==> config.mk <==
export PLATFORM = sky130hd
export DESIGN_NAME = branch_resolve_unit_flat
export DESIGN_NICKNAME = d
export VERILOG_FILES = /design/src/rtl/bru_pkg.sv /design/src/rtl/branch_resolve_unit_if.sv /design/src/rtl/bru_fifo.sv /design/src/rtl/branch_resolve_unit.sv /design/src/flat_wrapper.sv
export SDC_FILE = /design/constraint.sdc
export NUM_CORES = 1
export LEC_CHECK = 0
export CAP_MARGIN = 20
export CORE_ASPECT_RATIO = 1.4
export CORE_MARGIN = 2
export CORE_UTILIZATION = 35
export DETAILED_ROUTE_END_ITERATION = 10
export HOLD_SLACK_MARGIN = 0.1
export MAX_ROUTING_LAYER = met4
export SLEW_MARGIN = 20
export SYNTH_ARGS = -nofsm -noshare
export SYNTH_HDL_FRONTEND = slang
export SYNTH_SLANG_ARGS = --single-unit
export TNS_END_PERCENT = 20
==> constraint.sdc <==
create_clock -name clk -period 14.9 [get_ports clk]
set_input_delay 2.235 -clock clk [delete_from_list [all_inputs] [get_ports clk]]
set_output_delay 2.235 -clock clk [all_outputs]
set_load 0.03 [all_outputs]
==> src/rtl/bru_pkg.sv <==
// Shared types for the branch resolve unit: the queued prediction record and the recovery FSM states.
package bru_pkg;

    localparam int BRU_ADDR_WIDTH = 26;

    typedef struct packed {
        logic [BRU_ADDR_WIDTH-1:0] pc;
        logic                      pred_taken;
        logic [BRU_ADDR_WIDTH-1:0] pred_target;
    } bru_entry_t;

    typedef enum logic {
        RUN     = 1'b0,
        RECOVER = 1'b1
    } bru_state_e;

endpackage

==> src/rtl/branch_resolve_unit_if.sv <==
// Fetch/decode/predictor-facing signal bundle of the branch resolve unit.
interface branch_resolve_unit_if #(
    parameter int ADDR_WIDTH = 26,
    parameter int CNT_WIDTH  = 32
);
    logic                  f_valid;
    logic                  f_ready;
    logic [ADDR_WIDTH-1:0] f_pc;
    logic                  f_pred_taken;
    logic [ADDR_WIDTH-1:0] f_pred_target;
    logic                  r_valid;
    logic                  r_taken;
    logic [ADDR_WIDTH-1:0] r_target;
    logic                  bp_we;
    logic                  bp_taken;
    logic [ADDR_WIDTH-1:0] bp_pc;
    logic                  redirect_valid;
    logic [ADDR_WIDTH-1:0] redirect_pc;
    logic                  err_underflow;
    logic [CNT_WIDTH-1:0]  stat_branches;
    logic [CNT_WIDTH-1:0]  stat_mispredicts;

    // The environment (fetch, decode, predictor) is the master side.
    modport master (
        output f_valid, f_pc, f_pred_taken, f_pred_target,
        output r_valid, r_taken, r_target,
        input  f_ready, bp_we, bp_taken, bp_pc, redirect_valid, redirect_pc,
        input  err_underflow, stat_branches, stat_mispredicts
    );

    modport slave (
        input  f_valid, f_pc, f_pred_taken, f_pred_target,
        input  r_valid, r_taken, r_target,
        output f_ready, bp_we, bp_taken, bp_pc, redirect_valid, redirect_pc,
        output err_underflow, stat_branches, stat_mispredicts
    );
endinterface

==> src/rtl/bru_fifo.sv <==
// In-order circular queue of outstanding predictions; flush beats push and pop.
module bru_fifo
    import bru_pkg::*;
#(
    parameter int DEPTH = 4
) (
    input  logic       clk,
    input  logic       rst,
    input  logic       push,
    input  logic       pop,
    input  logic       flush,
    input  bru_entry_t din,
    output bru_entry_t head,
    output logic       full,
    output logic       empty
);
    localparam int PW = $clog2(DEPTH);

    bru_entry_t    mem [DEPTH];
    logic [PW-1:0] wr_ptr;
    logic [PW-1:0] rd_ptr;
    logic [PW:0]   count;
    logic          do_push;
    logic          do_pop;

    assign full    = (count == (PW+1)'(DEPTH));
    assign empty   = (count == '0);
    assign head    = mem[rd_ptr];
    assign do_push = push && !full && !flush;
    assign do_pop  = pop && !empty && !flush;

    always_ff @(posedge clk) begin
        if (do_push) begin
            mem[wr_ptr] <= din;
        end
    end

    // DEPTH is a power of two, so the pointers wrap naturally.
    always_ff @(posedge clk or posedge rst) begin
        if (rst) begin
            wr_ptr <= '0;
            rd_ptr <= '0;
            count  <= '0;
        end else if (flush) begin
            wr_ptr <= '0;
            rd_ptr <= '0;
            count  <= '0;
        end else begin
            if (do_push) wr_ptr <= wr_ptr + PW'(1);
            if (do_pop)  rd_ptr <= rd_ptr + PW'(1);
            case ({do_push, do_pop})
                2'b10:   count <= count + (PW+1)'(1);
                2'b01:   count <= count - (PW+1)'(1);
                default: count <= count;
            endcase
        end
    end
endmodule

==> src/rtl/branch_resolve_unit.sv <==
// Checks queued fetch predictions against decode outcomes; trains the predictor and redirects fetch.
module branch_resolve_unit
    import bru_pkg::*;
#(
    parameter int ADDR_WIDTH     = BRU_ADDR_WIDTH,
    parameter int DEPTH          = 4,
    parameter int RECOVER_CYCLES = 2,
    parameter int CNT_WIDTH      = 32
) (
    input  logic                  clk,
    input  logic                  rst,
    branch_resolve_unit_if.slave  bus
);
    localparam int RC_W = $clog2(RECOVER_CYCLES + 1);

    bru_state_e            state;
    logic [RC_W-1:0]       rec_cnt;
    bru_entry_t            head;
    bru_entry_t            din;
    logic                  full;
    logic                  empty;
    logic                  push;
    logic                  resolve;
    logic                  mispredict;
    logic                  underflow;

    logic                  bp_we_q;
    logic                  bp_taken_q;
    logic [ADDR_WIDTH-1:0] bp_pc_q;
    logic                  redirect_valid_q;
    logic [ADDR_WIDTH-1:0] redirect_pc_q;
    logic                  err_q;
    logic [CNT_WIDTH-1:0]  branches_q;
    logic [CNT_WIDTH-1:0]  mispredicts_q;

    assign bus.f_ready = !full && (state == RUN);
    assign push        = bus.f_valid && bus.f_ready;
    assign resolve     = (state == RUN) && bus.r_valid && !empty;
    assign underflow   = (state == RUN) && bus.r_valid && empty;
    assign mispredict  = resolve && ((head.pred_taken != bus.r_taken) ||
                                     (bus.r_taken && (head.pred_target != bus.r_target)));

    assign din.pc          = bus.f_pc;
    assign din.pred_taken  = bus.f_pred_taken;
    assign din.pred_target = bus.f_pred_target;

    // A mispredict flushes the whole queue, which also discards any same-cycle push.
    bru_fifo #(.DEPTH(DEPTH)) u_fifo (
        .clk   (clk),
        .rst   (rst),
        .push  (push),
        .pop   (resolve),
        .flush (mispredict),
        .din   (din),
        .head  (head),
        .full  (full),
        .empty (empty)
    );

    always_ff @(posedge clk or posedge rst) begin
        if (rst) begin
            state            <= RUN;
            rec_cnt          <= '0;
            bp_we_q          <= 1'b0;
            bp_taken_q       <= 1'b0;
            bp_pc_q          <= '0;
            redirect_valid_q <= 1'b0;
            redirect_pc_q    <= '0;
            err_q            <= 1'b0;
            branches_q       <= '0;
            mispredicts_q    <= '0;
        end else begin
            bp_we_q          <= resolve;
            redirect_valid_q <= mispredict;
            if (resolve) begin
                bp_taken_q <= bus.r_taken;
                bp_pc_q    <= head.pc;
                if (branches_q != '1) branches_q <= branches_q + CNT_WIDTH'(1);
            end
            if (mispredict) begin
                redirect_pc_q <= bus.r_taken ? bus.r_target : head.pc + ADDR_WIDTH'(1);
                if (mispredicts_q != '1) mispredicts_q <= mispredicts_q + CNT_WIDTH'(1);
            end
            if (underflow) err_q <= 1'b1;

            // Fetch stays held off for exactly RECOVER_CYCLES cycles after a redirect.
            case (state)
                RUN: begin
                    if (mispredict) begin
                        state   <= RECOVER;
                        rec_cnt <= RC_W'(RECOVER_CYCLES - 1);
                    end
                end
                RECOVER: begin
                    if (rec_cnt == '0) state <= RUN;
                    else               rec_cnt <= rec_cnt - RC_W'(1);
                end
                default: state <= RUN;
            endcase
        end
    end

    assign bus.bp_we            = bp_we_q;
    assign bus.bp_taken         = bp_taken_q;
    assign bus.bp_pc            = bp_pc_q;
    assign bus.redirect_valid   = redirect_valid_q;
    assign bus.redirect_pc      = redirect_pc_q;
    assign bus.err_underflow    = err_q;
    assign bus.stat_branches    = branches_q;
    assign bus.stat_mispredicts = mispredicts_q;
endmodule

==> src/flat_wrapper.sv <==
// flat-port wrapper written by rule: the top's interface ports become plain ports
module branch_resolve_unit_flat import bru_pkg::*;
#(
    parameter int ADDR_WIDTH     = BRU_ADDR_WIDTH,
    parameter int DEPTH          = 4,
    parameter int RECOVER_CYCLES = 2,
    parameter int CNT_WIDTH      = 32
)
  (clk, rst, bus_f_valid, bus_f_pc, bus_f_pred_taken, bus_f_pred_target, bus_r_valid, bus_r_taken, bus_r_target, bus_f_ready, bus_bp_we, bus_bp_taken, bus_bp_pc, bus_redirect_valid, bus_redirect_pc, bus_err_underflow, bus_stat_branches, bus_stat_mispredicts);
  branch_resolve_unit_if #(.ADDR_WIDTH(ADDR_WIDTH), .CNT_WIDTH(CNT_WIDTH)) bus_i ();
  input  logic clk;
  input  logic rst;
  input wire logic [$bits(bus_i.f_valid)-1:0] bus_f_valid;
  input wire logic [$bits(bus_i.f_pc)-1:0] bus_f_pc;
  input wire logic [$bits(bus_i.f_pred_taken)-1:0] bus_f_pred_taken;
  input wire logic [$bits(bus_i.f_pred_target)-1:0] bus_f_pred_target;
  input wire logic [$bits(bus_i.r_valid)-1:0] bus_r_valid;
  input wire logic [$bits(bus_i.r_taken)-1:0] bus_r_taken;
  input wire logic [$bits(bus_i.r_target)-1:0] bus_r_target;
  output wire logic [$bits(bus_i.f_ready)-1:0] bus_f_ready;
  output wire logic [$bits(bus_i.bp_we)-1:0] bus_bp_we;
  output wire logic [$bits(bus_i.bp_taken)-1:0] bus_bp_taken;
  output wire logic [$bits(bus_i.bp_pc)-1:0] bus_bp_pc;
  output wire logic [$bits(bus_i.redirect_valid)-1:0] bus_redirect_valid;
  output wire logic [$bits(bus_i.redirect_pc)-1:0] bus_redirect_pc;
  output wire logic [$bits(bus_i.err_underflow)-1:0] bus_err_underflow;
  output wire logic [$bits(bus_i.stat_branches)-1:0] bus_stat_branches;
  output wire logic [$bits(bus_i.stat_mispredicts)-1:0] bus_stat_mispredicts;
  assign bus_i.f_valid = bus_f_valid;
  assign bus_i.f_pc = bus_f_pc;
  assign bus_i.f_pred_taken = bus_f_pred_taken;
  assign bus_i.f_pred_target = bus_f_pred_target;
  assign bus_i.r_valid = bus_r_valid;
  assign bus_i.r_taken = bus_r_taken;
  assign bus_i.r_target = bus_r_target;
  assign bus_f_ready = bus_i.f_ready;
  assign bus_bp_we = bus_i.bp_we;
  assign bus_bp_taken = bus_i.bp_taken;
  assign bus_bp_pc = bus_i.bp_pc;
  assign bus_redirect_valid = bus_i.redirect_valid;
  assign bus_redirect_pc = bus_i.redirect_pc;
  assign bus_err_underflow = bus_i.err_underflow;
  assign bus_stat_branches = bus_i.stat_branches;
  assign bus_stat_mispredicts = bus_i.stat_mispredicts;
  branch_resolve_unit #(.ADDR_WIDTH(ADDR_WIDTH), .DEPTH(DEPTH), .RECOVER_CYCLES(RECOVER_CYCLES), .CNT_WIDTH(CNT_WIDTH)) u_core (.clk(clk), .rst(rst), .bus(bus_i));
endmodule
======== Word level (Yosys, flattened, before mapping) ========
Memory sizes are Yosys's and may differ from the RTL's.
Cells that the tools add are included.
word-level totals
  bits in registers ....................... 130
  memory bits (writable) .................. 212
  bits of input ports ..................... 84
  output and inout bits ................... 121
  word-level logic and storage cells ...... 70
  memories kept ........................... 1
cells by class
  add/subtract/negate cells ............... 8
  equal/unequal tests ..................... 9
  mux-type cells .......................... 15
  bitwise gates (word level) .............. 1
  reduce and logical (&&, ||, !) cells .... 23
memory list
  memory             words  bits a word  rd ports  clocked after memory_dff  wr ports  RTL line        RTL
  u_core.u_fifo.mem  4      53           1         0                         1         bru_fifo.sv:19  bru_entry_t mem [DEPTH];
operator list
  cell                   count
  $add 32x1->32 const B  2
  $ne 32x32->1 const B   2
  $add 26x1->26 const B  1
  $mux 26                1
  $ne 26x26->1           1
  $mux 2                 6
  $logic_and 1x1->1      11
  $pmux 3 s2             1
  $reduce_and 2->1       3
  $add 2x1->2 const B    2
  $mux 1                 4
  $pmux 2 s2             1
  $reduce_bool 2->1      2
  $add 3x1->3 const B    1
  $eq 3x3->1 const B     1
  $logic_not 1->1        3
  $logic_not 3->1        1
  $mux 3                 1
  $reduce_bool 3->1      1
  $sub 3x1->3 const B    1
  $eq 2x1->1 const B     1
  $eq 2x2->1 const B     1
  $logic_not 2->1        1
  $ne 2x1->1 const B     1
  6 further kinds        6

======== Logic depth before layout (Yosys ltp) ========
An unclocked memory read counts as a cell.
  word-level depth ........................ 10
  mapped depth ............................ 18
  gate-level depth less buffers ........... 13

======== Modules after synthesis ========
From an unflattened synthesis, not the netlist that was laid out.
second synthesis, totals
  cells, all modules ...................... 922
  area, all modules ....................... 14579.0 um^2
modules (own cells, without submodules)
  module               times used  cells an instance  area each (um^2)
  bru_fifo             1           344                8247.9
  branch_resolve_unit  1           578                6331.1

======== Worst setup path after synthesis ========
No wires, ideal clock.
  path type ............................... input to register
  from .................................... input port bus_r_target[22]
  to ...................................... memory u_core.u_fifo.mem[0][0] in the netlist's numbering, enable pin
  library setup time ...................... 0.464 ns
  arrival ................................. 6.060 ns
  required time ........................... 14.436 ns
  slack ................................... 8.376 ns
  cell stages on the path ................. 9
  buffers on the path ..................... 2
  cells stage by stage .................... inv_1 > a222oi_1 > o2111ai_1 > or3_1 > nor4_4 > buf_4 > buf_6 > o21ai_2 > nor2_1
on the way
  word-level cells in the longest chain between the ends .. 8
RTL lines
  item                          RTL line                   RTL
  start, declared               flat_wrapper.sv:19         input wire logic [$bits(bus_i.r_target)-1:0] bus_r_target;
  $ne 26x26->1                  branch_resolve_unit.sv:41  (bus.r_taken && (head.pred_target != bus.r_target)));
  $logic_and 1x1->1             branch_resolve_unit.sv:41
  $logic_or 1x1->1              branch_resolve_unit.sv:40  assign mispredict = resolve && ((head.pred_taken != bus.r_taken) ||
  $logic_and 1x1->1             branch_resolve_unit.sv:40
  $logic_not 1->1               bru_fifo.sv:29             assign do_push = push && !full && !flush;
  $logic_and 1x1->1             bru_fifo.sv:29
  $mux 1                        bru_fifo.sv:33             if (do_push) begin
  $mux 1 (implied by the code)  bru_fifo.sv:34             mem[wr_ptr] <= din;
  end, declared                 bru_fifo.sv:19
No other way between the ends.

======== Final worst setup path ========
  from .................................... input port bus_r_target[22]
  to ...................................... register u_core.u_fifo.count[2]
on the way
  word-level cells in the longest chain between the ends .. 9
  elaborated cells between the ends (all ways) .. 12
  those cells by class .................... eq/ne: 3; mux: 2; reduce/logical: 7
RTL lines
  item                                      RTL line                        RTL
  $ne 26x26->1 (*)                          branch_resolve_unit.sv:41
  $logic_and 1x1->1 (*)                     branch_resolve_unit.sv:41
  $logic_or 1x1->1 (*)                      branch_resolve_unit.sv:40
  $logic_and 1x1->1 (*)                     branch_resolve_unit.sv:40
  $logic_not 1->1                           bru_fifo.sv:29, bru_fifo.sv:30
  $logic_and 1x1->1 (on tied branches)      bru_fifo.sv:30, bru_fifo.sv:29
  $eq 2x1->1 or $eq 2x2->1 (tied branches)  bru_fifo.sv:51                  case ({do_push, do_pop})
  $pmux 3 s2                                bru_fifo.sv:51
  $mux 3                                    bru_fifo.sv:44                  end else if (flush) begin
  end signal, assigned                      bru_fifo.sv:52                  2'b10: count <= count + (PW+1)'(1);
  end signal, assigned                      bru_fifo.sv:53                  2'b01: count <= count - (PW+1)'(1);
  end signal, assigned                      bru_fifo.sv:54                  default: count <= count;
  end, declared                             bru_fifo.sv:22                  logic [PW:0] count;
Every way passes the cells marked *; elsewhere a longest branch is shown, timed or not.
A chain may end at the register's enable or synchronous reset.

==> results.txt <==
fraction of the cycle the final worst path needs: 0.3704
HPWL after DPL: 24.65 mm
GPL Wtd Cong: 0.8060
slowest stage cell on the critical path: sky130_fd_sc_hd__clkdlybuf4s50_1
dominant cells by area after synthesis: sky130_fd_sc_hd__edfxtp_1, sky130_fd_sc_hd__dfrtp_1, sky130_fd_sc_hd__mux4_2, sky130_fd_sc_hd__xor2_1, sky130_fd_sc_hd__nand2_1
YS warnings: 0
least setup slack across all paths after layout: 9.381 ns
initial cell density of the core: 0.3549
Crit path buffers/inverters: 3
Syn Nets: 1086
Post-Place Setup Slack: 8.814 ns
cell at the root of the clock tree: sky130_fd_sc_hd__clkbuf_16
top routing layer in use: met4
top-count cell post-synth: sky130_fd_sc_hd__edfxtp_1
cell taking the most area after synthesis: sky130_fd_sc_hd__edfxtp_1
static leakage: 6.810 nW
total count of hold-check failures in the final report: 0
number of synthesized register bits: 342
capture point of the worst reg-to-reg path: u_core.u_fifo.count[2]
classification of the worst setup path: in -> reg
worst clock skew on the final layout: 0.02100 ns
Hold Buf Count CTS: 0
Layout Area Growth over Synthesis: 25.94%
crit path time final: 5.519 ns
routed length on met2: 18.17 mm
Placed Instances: 1710
FF-to-FF path depth: 14
max-capacitance violation count: 0
synth unique cells: 55
hold-critical path depth: 1
Port Buffer Count: 204
most instantiated cells after synthesis: sky130_fd_sc_hd__edfxtp_1, sky130_fd_sc_hd__nand2_1, sky130_fd_sc_hd__dfrtp_1
via count of the first global-routing pass: 9074
overall die area: 43430 sq um
area of the mapped netlist: 14620 sq um
run status: finished, final reports clean
total DRC errors in the routed layout: 0
DRC marker count from the first detailed-route iteration: 635
Slew Limit Headroom: 0.3608
unrepaired setup endpoints after global routing: false
Power Density: 184.6 nW/um^2
category of the worst setup path capture point: flip-flop
detailed-route wire length per cell: 20.38 microns
met1 layer wirelength in the final routing: 15.23 mm
via count: 8860
number of antenna violations at the first check in global routing: 3
clock insertion delay at the later pin of the skew report: 0.53 ns
Worst Hold Endpoint: u_core.bus.err_underflow
final total negative setup slack: 0 ns
Remaining Overflow, GRT: 0
portion of the post-synthesis area used by sequential elements: 0.6581
pin count of the biggest net entering global routing: 93
row count: 88
final cell count without fillers: 1777
Post-CTS Setup Repair Bufs: 0
maximum operating frequency: 0.1812 GHz
overall die height: 245.8 microns
post-detailed-routing wire length: 36.22 mm
start point of the worst min-delay path: u_core.bus.err_underflow
met3 wire length: 2.022 mm
CTS tree: yes
dominant synthesized flop cell: sky130_fd_sc_hd__edfxtp_1
VDD IR max: 0.1286 mV
Initial DRT Pass Iterations: 5
clock sink total: 342
wire length of the first global-routing pass: 54.76 mm
Largest stage delay, worst path: 0.56 ns
number of instances in the synthesized netlist: 992
CTS clk-pin slew, worst paths: 0.06 ns
post-cts repair resize count: 0
CP Max Fanout: 39
measured slew at the worst slew-check pin: 0.9587 ns
count of flip-flops with a built-in enable after synthesis: 212
share of layout cells above drive strength 1: 0.1305
num ports: 205
post-synthesis async set-or-reset flop share: 0.3801
core region area: 41180 sq um
CP Launch Type: input pin
count of final setup violators: 0
worst hold-check slack: 0.4651 ns
sequence of cells on the critical path: clkdlybuf4s50_1 > inv_1 > a222oi_1 > o2111ai_1 > or3_1 > nor4_4 > buf_4 > o21ai_2 > ha_1 > fa_1 > xnor2_1 > nor2_1 > xnor2_1 > nor2_1
Clock Path Buffers: 3
Register-to-Register Setup Slack: 9.79 ns
cts bufs inserted: 35
kind of path behind the tightest hold check: reg -> reg
beginning of the worst register-to-register path: u_core.u_fifo.rd_ptr[1]
cell family with most CP delay: buffers and inverters
GRT Overall Usage: 0.1720
syn avg cell area: 14.73 sq um
final net count: 1301
vias per inst: 4.986
Final Max Tran Viols: 0
depth of the CTS H-tree: 2
area share of the largest cell type after synthesis: 0.4355
Arr. time, crit path: 5.90 ns
worst endpoint required time: 15.28 ns
die boundary width: 176.7 microns
number of routed nets with antenna violations: 0
Layout fillers: 3737
==> worst max-delay path by stage <==
stage / start / endpoint / cells after the start
after floorplan: bus_r_target[22] / u_core.u_fifo.mem[0][0] / 9
after global placement: bus_r_target[22] / u_core.u_fifo.count[2] / 14
after detailed placement: bus_r_target[22] / u_core.u_fifo.mem[3][28] / 10
after CTS: bus_r_target[22] / u_core.u_fifo.count[2] / 14
after global routing: bus_r_target[22] / u_core.u_fifo.count[2] / 14
final: bus_r_target[22] / u_core.u_fifo.count[2] / 14
==> area by class of cell <==
cell class	count	area, sq um	area share
diodes	3	7.507	0.0004078
well taps	540	675.6	0.03670
flip-flops and latches	342	9624	0.5228
inverters	20	80.08	0.004350
clock buffers	47	983.4	0.05343
repair buffers	216	2127	0.1156
multi-input cells	592	4710	0.2558
clock inverters	17	200.2	0.01088
==> report_power, final <==
part / total [mW] / switching (mW) / internal, mW
registers: 1.34 / 0.126 / 1.21
logic: 1.16 / 0.668 / 0.495
clock network: 0.899 / 0.363 / 0.536
total: 3.40 / 1.16 / 2.24
==> through the flow <==
step / instance area (sq um) / utilization / power (mW)
2_1_floorplan: 14620 / - / 2.100
3_3_place_gp: 17220 / 0.4181 / 2.522
3_5_place_dp: 17220 / 0.4181 / 2.534
4_1_cts: 18400 / 0.4468 / 3.445
5_1_grt: 18410 / 0.4470 / 3.566
6_report: 18410 / 0.4470 / 3.398
==> layer usage <==
| layer | track usage | vias to the layer above |
|---|---|---|
| met3 | 0.03293 | 52 |
| met5 | - | - |
| met4 | 0.05202 | 0 |
| met2 | 0.2837 | 279 |
| met1 | 0.2146 | 4432 |
| li1 | - | 4097 |
==> cell usage in the layout (no fill, tap or decap), types with 16 or more instances in the layout <==
cell,n
sky130_fd_sc_hd__edfxtp_1,212
sky130_fd_sc_hd__clkdlybuf4s50_1,203
sky130_fd_sc_hd__nand2_1,136
sky130_fd_sc_hd__dfrtp_1,128
sky130_fd_sc_hd__xor2_1,61
sky130_fd_sc_hd__xnor2_1,51
sky130_fd_sc_hd__mux4_2,45
sky130_fd_sc_hd__nor2_1,39
sky130_fd_sc_hd__clkbuf_16,37
sky130_fd_sc_hd__nand3_1,30
sky130_fd_sc_hd__o21ai_0,30
sky130_fd_sc_hd__nand4_1,26
sky130_fd_sc_hd__mux2_4,23
sky130_fd_sc_hd__mux2i_1,22
sky130_fd_sc_hd__nor3_1,20
sky130_fd_sc_hd__inv_1,18
sky130_fd_sc_hd__nor4_1,16
==> registers in the layout, indices dropped and copies added, names as in the netlist, 2 cells and up <==
| signal | count |
|---|---|
| u_core.u_fifo.rd_ptr | 2 |
| u_core.u_fifo.wr_ptr | 2 |
| u_core.rec_cnt | 2 |
| u_core.bus.redirect_pc | 26 |
| u_core.u_fifo.mem | 212 |
| u_core.bus.bp_pc | 26 |
| u_core.bus.stat_branches | 32 |
| u_core.u_fifo.count | 3 |
| u_core.bus.stat_mispredicts | 32 |
==> kinds of logic (layout without fill, tap and decap cells) <==
group                      after synthesis  count (layout)  share of synthesized area
DFF                                    342             342                     0.6581
and+or+nand+nor                        311             311                     0.1027
xor gates and xnor gates               112             112                    0.06711
muxes                                  100             100                     0.1157
AOI/OAI and AO/OA                       59              59                    0.02491
buffers and inverters                   58             300                    0.02234
adders and majority gates               10              10                   0.009074
other                                    0               3                          0
==> worst reg2reg max path: stages (launching register included) <==
cell,delay (ns)
sky130_fd_sc_hd__dfrtp_2,0.85
sky130_fd_sc_hd__buf_4,0.65
sky130_fd_sc_hd__mux2_2,0.43
sky130_fd_sc_hd__a222oi_1,0.41
sky130_fd_sc_hd__o2111ai_1,0.13
sky130_fd_sc_hd__or3_1,0.44
sky130_fd_sc_hd__nor4_4,0.25
sky130_fd_sc_hd__buf_4,0.43
sky130_fd_sc_hd__o21ai_2,0.25
sky130_fd_sc_hd__ha_1,0.32
sky130_fd_sc_hd__fa_1,0.39
sky130_fd_sc_hd__xnor2_1,0.13
sky130_fd_sc_hd__nor2_1,0.11
sky130_fd_sc_hd__xnor2_1,0.12
sky130_fd_sc_hd__nor2_1,0.05
(Power assumes the default switching activity.)
